[src/rtl/sort_sequencer.sv]
// Serial 4-element descending sorter: loads elements one per handshake, then runs the
// 5-comparator sorting network on one shared compare-exchange unit, one step per cycle.
module sort_sequencer #(
  parameter int W = 4
) (
  input  logic           clk,
  input  logic           rst,
  input  logic           in_valid,
  input  logic [W-1:0]   in_data,
  output logic           in_ready,
  output logic           out_valid,
  output logic [4*W-1:0] out_data,
  input  logic           out_ready,
  output logic           busy
);

  typedef enum logic [1:0] {
    LOAD,
    SORT,
    DONE
  } state_t;

  state_t       state;
  logic [1:0]   count;
  logic [2:0]   step;
  logic [W-1:0] slot      [4];
  logic [W-1:0] next_slot [4];
  logic [1:0]   a_idx;
  logic [1:0]   b_idx;
  logic         swap;

  // Comparator schedule of the 4-input network: (0,1) (2,3) (0,2) (1,3) (1,2)
  always_comb begin
    a_idx = 2'd0;
    b_idx = 2'd1;
    case (step)
      3'd0: begin a_idx = 2'd0; b_idx = 2'd1; end
      3'd1: begin a_idx = 2'd2; b_idx = 2'd3; end
      3'd2: begin a_idx = 2'd0; b_idx = 2'd2; end
      3'd3: begin a_idx = 2'd1; b_idx = 2'd3; end
      3'd4: begin a_idx = 2'd1; b_idx = 2'd2; end
      default: begin a_idx = 2'd0; b_idx = 2'd1; end
    endcase
  end

  // Strict less-than, so equal elements never swap
  always_comb begin
    for (int i = 0; i < 4; i++) begin
      next_slot[i] = slot[i];
    end
    swap = (slot[a_idx] < slot[b_idx]);
    if (swap) begin
      next_slot[a_idx] = slot[b_idx];
      next_slot[b_idx] = slot[a_idx];
    end
  end

  always_ff @(posedge clk) begin
    if (rst) begin
      state     <= LOAD;
      count     <= 2'd0;
      step      <= 3'd0;
      for (int i = 0; i < 4; i++) begin
        slot[i] <= '0;
      end
      in_ready  <= 1'b1;
      out_valid <= 1'b0;
      out_data  <= '0;
      busy      <= 1'b0;
    end else begin
      case (state)
        LOAD: begin
          if (in_valid) begin
            slot[count] <= in_data;
            count       <= count + 2'd1;
            if (count == 2'd3) begin
              state    <= SORT;
              step     <= 3'd0;
              in_ready <= 1'b0;
              busy     <= 1'b1;
            end
          end
        end
        SORT: begin
          for (int i = 0; i < 4; i++) begin
            slot[i] <= next_slot[i];
          end
          if (step == 3'd4) begin
            // Result is latched from the post-exchange value so out_data is final on entry
            state     <= DONE;
            busy      <= 1'b0;
            out_valid <= 1'b1;
            out_data  <= {next_slot[0], next_slot[1], next_slot[2], next_slot[3]};
          end else begin
            step <= step + 3'd1;
          end
        end
        DONE: begin
          if (out_ready) begin
            state     <= LOAD;
            count     <= 2'd0;
            out_valid <= 1'b0;
            out_data  <= '0;
            in_ready  <= 1'b1;
          end
        end
        default: begin
          state <= LOAD;
        end
      endcase
    end
  end

endmodule

[config.mk]
export PLATFORM = sky130hd
export DESIGN_NAME = sort_sequencer
export DESIGN_NICKNAME = d
export VERILOG_FILES = /design/src/rtl/sort_sequencer.sv
export SDC_FILE = /design/constraint.sdc
export NUM_CORES = 1
export LEC_CHECK = 0
export ABC_AREA = 0
export CELL_PAD_IN_SITES_DETAIL_PLACEMENT = 1
export CELL_PAD_IN_SITES_GLOBAL_PLACEMENT = 2
export CORE_ASPECT_RATIO = 0.7
export CORE_MARGIN = 2
export CORE_UTILIZATION = 42
export CTS_CLUSTER_SIZE = 20
export DETAILED_ROUTE_END_ITERATION = 6
export DONT_BUFFER_PORTS = 1
export PLACE_DENSITY_LB_ADDON = 0.25
export SLEW_MARGIN = 20
export SYNTH_ARGS = -nofsm -noshare
export SYNTH_HDL_FRONTEND = slang
export SYNTH_SLANG_ARGS = --single-unit
export TNS_END_PERCENT = 30
[constraint.sdc]
create_clock -name clk -period 6.1 [get_ports clk]
set_input_delay 0.305 -clock clk [delete_from_list [all_inputs] [get_ports clk]]
set_output_delay 0.305 -clock clk [all_outputs]
set_load 0.005 [all_outputs]
==> metrics <==
Min-Delay Path Class in2reg; Worst path top cell family by delay compound AO/OA/AOI/OAI gates; hpwl dp 5960 um; Clock Tree Buf Depth 2; final worst path period share 69.2%; combinational share of power a little over an eighth; share of cells above drive strength 1 8.16%; CP dominant cell by count ha_1; FF/Latch Area 1000 um^2; flops & latches, synth between 40 and 50; distinct cell type count after synthesis between 50 and 60; actual slew at the worst max-slew pin 807 ps; final number of max-transition violations 0; fillers 686; Congestion Overflow GR 0; cells along the critical path ha_1 -> ha_1 -> o21bai_1 -> o21a_1 -> o21ai_0 -> ha_1 -> a211oi_1 -> a31o_1 -> mux2i_1 -> o21ai_0; total internal power 0.409 mW; cts repair resizes 0; nets between 300 and 400; final setup violation count 0; Worst slew margin 46.2%; Synth async-reset ratio 0%; crit end category flop; post-synthesis sequential area ratio approximately two fifths; Synth Warn # 0; total wire length 7780 um; DP Worst Slack 1990 ps; die area between 6000 and 7000 um^2; outcome finished clean; Setup Skew slightly above 10 ps; Top-Level Pins 27; Critical-path top delay cell a211oi_1; WP data arrival about 4300 ps; Post-synth EDFFs 16; GP Congestion about 0.96; Initial Util ~44%; total power 0.576 mW; ys flop type dfxtp_1; ANT cells 0; Mapped Cells 287; row count 23; Buf/Inv on CP 0; Peak supply drop 0.0990 mV; first-pass GRT wire length 12700 um; hold bufs inserted after CTS 0; GRT Total Usage 24.5%; H-tree Lvls 2; Iter 0 DRT Violations 201; syn_area_per_cell between 8 and 9 um^2; critical path peak fanout 12; Final Hold Fails 0; WHS 58.9 ps; Post-CTS Setup Repair Bufs 0; MaxCap Viol Count 0; Die Width roughly 97 um; Setup TNS 0 ps; vias in the first global route 2252; syn_nets ~310; clock latency at the later pin of the worst-skew pair 310 ps; DR WL/cell ~22 um; Vias/cell 6.30; Worst Path Required about 6000 ps; Pleak 0.977 nW; initial antenna violation count 0; final worst setup slack 1880 ps; Flop pwr share 53.7%; Synth Area in Compound Gates 25.7%; # clock sinks 42; unrepaired setup endpoints after global routing no; drt drc 0; top-area cell type share of the netlist area around 20%; Synth Area in Simple Gates 17.8%; Switching Fraction 29.0%; Core ar. 5780 um^2; pin count of the biggest net entering global routing 17; mux cell area share after synthesis under 10%; Multi-input gate area about 1400 um^2; Worst Path Class, Setup reg2reg; Reg clk slew, reported paths 80 ps; CTS tree done; Cell Area, Synth 2550 um^2; fmax 0.237 GHz; vias 2249; Clock Power Share roughly a third; drt first pass iters 5; Power Dens Cells 215 nW/um^2; Critical Path Max Stage Delay 660 ps; synth top area cells dfxtp_1 (20%), edfxtp_1 (19%), o21ai_0 (6.9%), ha_1 (5.9%), nand2_1 (5.6%); Area growth syn-to-layout 5.16%; Synth area leader dfxtp_1; most frequent cell after synthesis nand2_1; largest family of logic cells by synthesized area compound AO/OA/AOI/OAI gates; top post-synthesis cells by count nand2_1 (38), o21ai_0 (35), dfxtp_1 (26); antenna-violating nets left 0; adder and majority gate portion of the synthesized area 5.90%; post-synthesis xor/xnor area fraction 0%; Die Height 69.1 um; startpoint class of the critical path flop; net load switching power 0.167 mW; min cycle time layout 4220 ps; Port-buffer cells 0; clock root buffer clkbuf_8; total CTS buffers 5
## metal layers
metal	vias to the layer above	global-route usage, %	part of all wire, %
met4	0	6.10	1.2
met5	-	0	0
li1	1033	-	-
met3	9	6.19	9.7
met1	1102	37.4	50
met2	105	34.4	39
## worst register-to-register path: cells and delay by family (launching register included)
| kind | cells | cell delay (ps) |
|---|---|---|
| AOI/OAI and AO/OA | 6 | 1970 |
| adders and majority gates | 3 | 1240 |
| DFF | 1 | 420 |
| muxes | 1 | 350 |
## metrics by stage
step | instance area (um^2) | cells | utilization, %
2_1_floorplan | 2550 | 287 | -
3_3_place_gp | 2580 | 349 | 44.6
3_5_place_dp | 2580 | 349 | 44.6
4_1_cts | 2670 | 357 | 46.2
5_1_grt | 2680 | 357 | 46.3
6_report | 2680 | 357 | 46.3
## flip-flops by register name, indices dropped and copies added (netlist names)
signal     cells
count          2
step           3
out_valid      1
out_data      16
slot          16
busy           1
in_ready       1
state          2
## power by group through the flow
stage	combinational [mW]	clock [mW]	sequential [mW]
floorplan	0.0601	0	0.311
global placement	0.0731	0	0.315
detailed placement	0.0754	0	0.315
CTS	0.0761	0.197	0.309
global route	0.0854	0.206	0.310
finish	0.0775	0.189	0.309
## cell usage in the layout, fill, tap and decap left out, types with 2 or more instances in the layout
| cell type | count |
|---|---|
| nand2_1 | 38 |
| o21ai_0 | 35 |
| dfxtp_1 | 26 |
| nor2_1 | 22 |
| edfxtp_1 | 16 |
| mux2i_1 | 14 |
| inv_1 | 12 |
| a21oi_1 | 12 |
| ha_1 | 12 |
| nand2b_1 | 10 |
| nor3_1 | 8 |
| and2_1 | 5 |
| clkbuf_8 | 5 |
| o21a_1 | 4 |
| nand3_1 | 4 |
| nor2b_1 | 3 |
| a222oi_1 | 3 |
| o2bb2ai_1 | 3 |
| o31ai_1 | 3 |
| a22o_1 | 3 |
| or3_1 | 2 |
| a21o_1 | 2 |
| a221o_1 | 2 |
| o21bai_1 | 2 |
| or2_2 | 2 |
| a211oi_1 | 2 |
| a2bb2oi_1 | 2 |
| mux2_2 | 2 |
| o21ai_2 | 2 |
## final timing paths
kind               startpoint     endpoint  slack, ps  cells past startpoint
setup / recovery      step[0]   slot[1][2]       1880                     10
hold / removal            rst     count[0]         60                      1
setup reg to reg      step[0]   slot[1][2]       1880                     10
hold reg to reg   out_data[0]  out_data[0]        490                      2
## cell families (layout without fill, tap and decap cells)
logic type / Yosys count / in the layout
adder cells (fa/ha/maj): 12 / 12
AND/OR/NAND/NOR: 98 / 98
flip-flops: 42 / 42
AO/OA/AOI/OAI: 93 / 93
multiplexers: 17 / 17
buffers and inverters: 25 / 20
## cell type report
| class | count | share of cell area (%) |
|---|---|---|
| inverter | 12 | 1.68 |
| multi-input combinational | 220 | 54.1 |
| clock buffer | 5 | 2.57 |
| tap | 75 | 3.50 |
| clock inverter | 3 | 0.794 |
| sequential | 42 | 37.4 |
(Power assumes the default switching activity.)
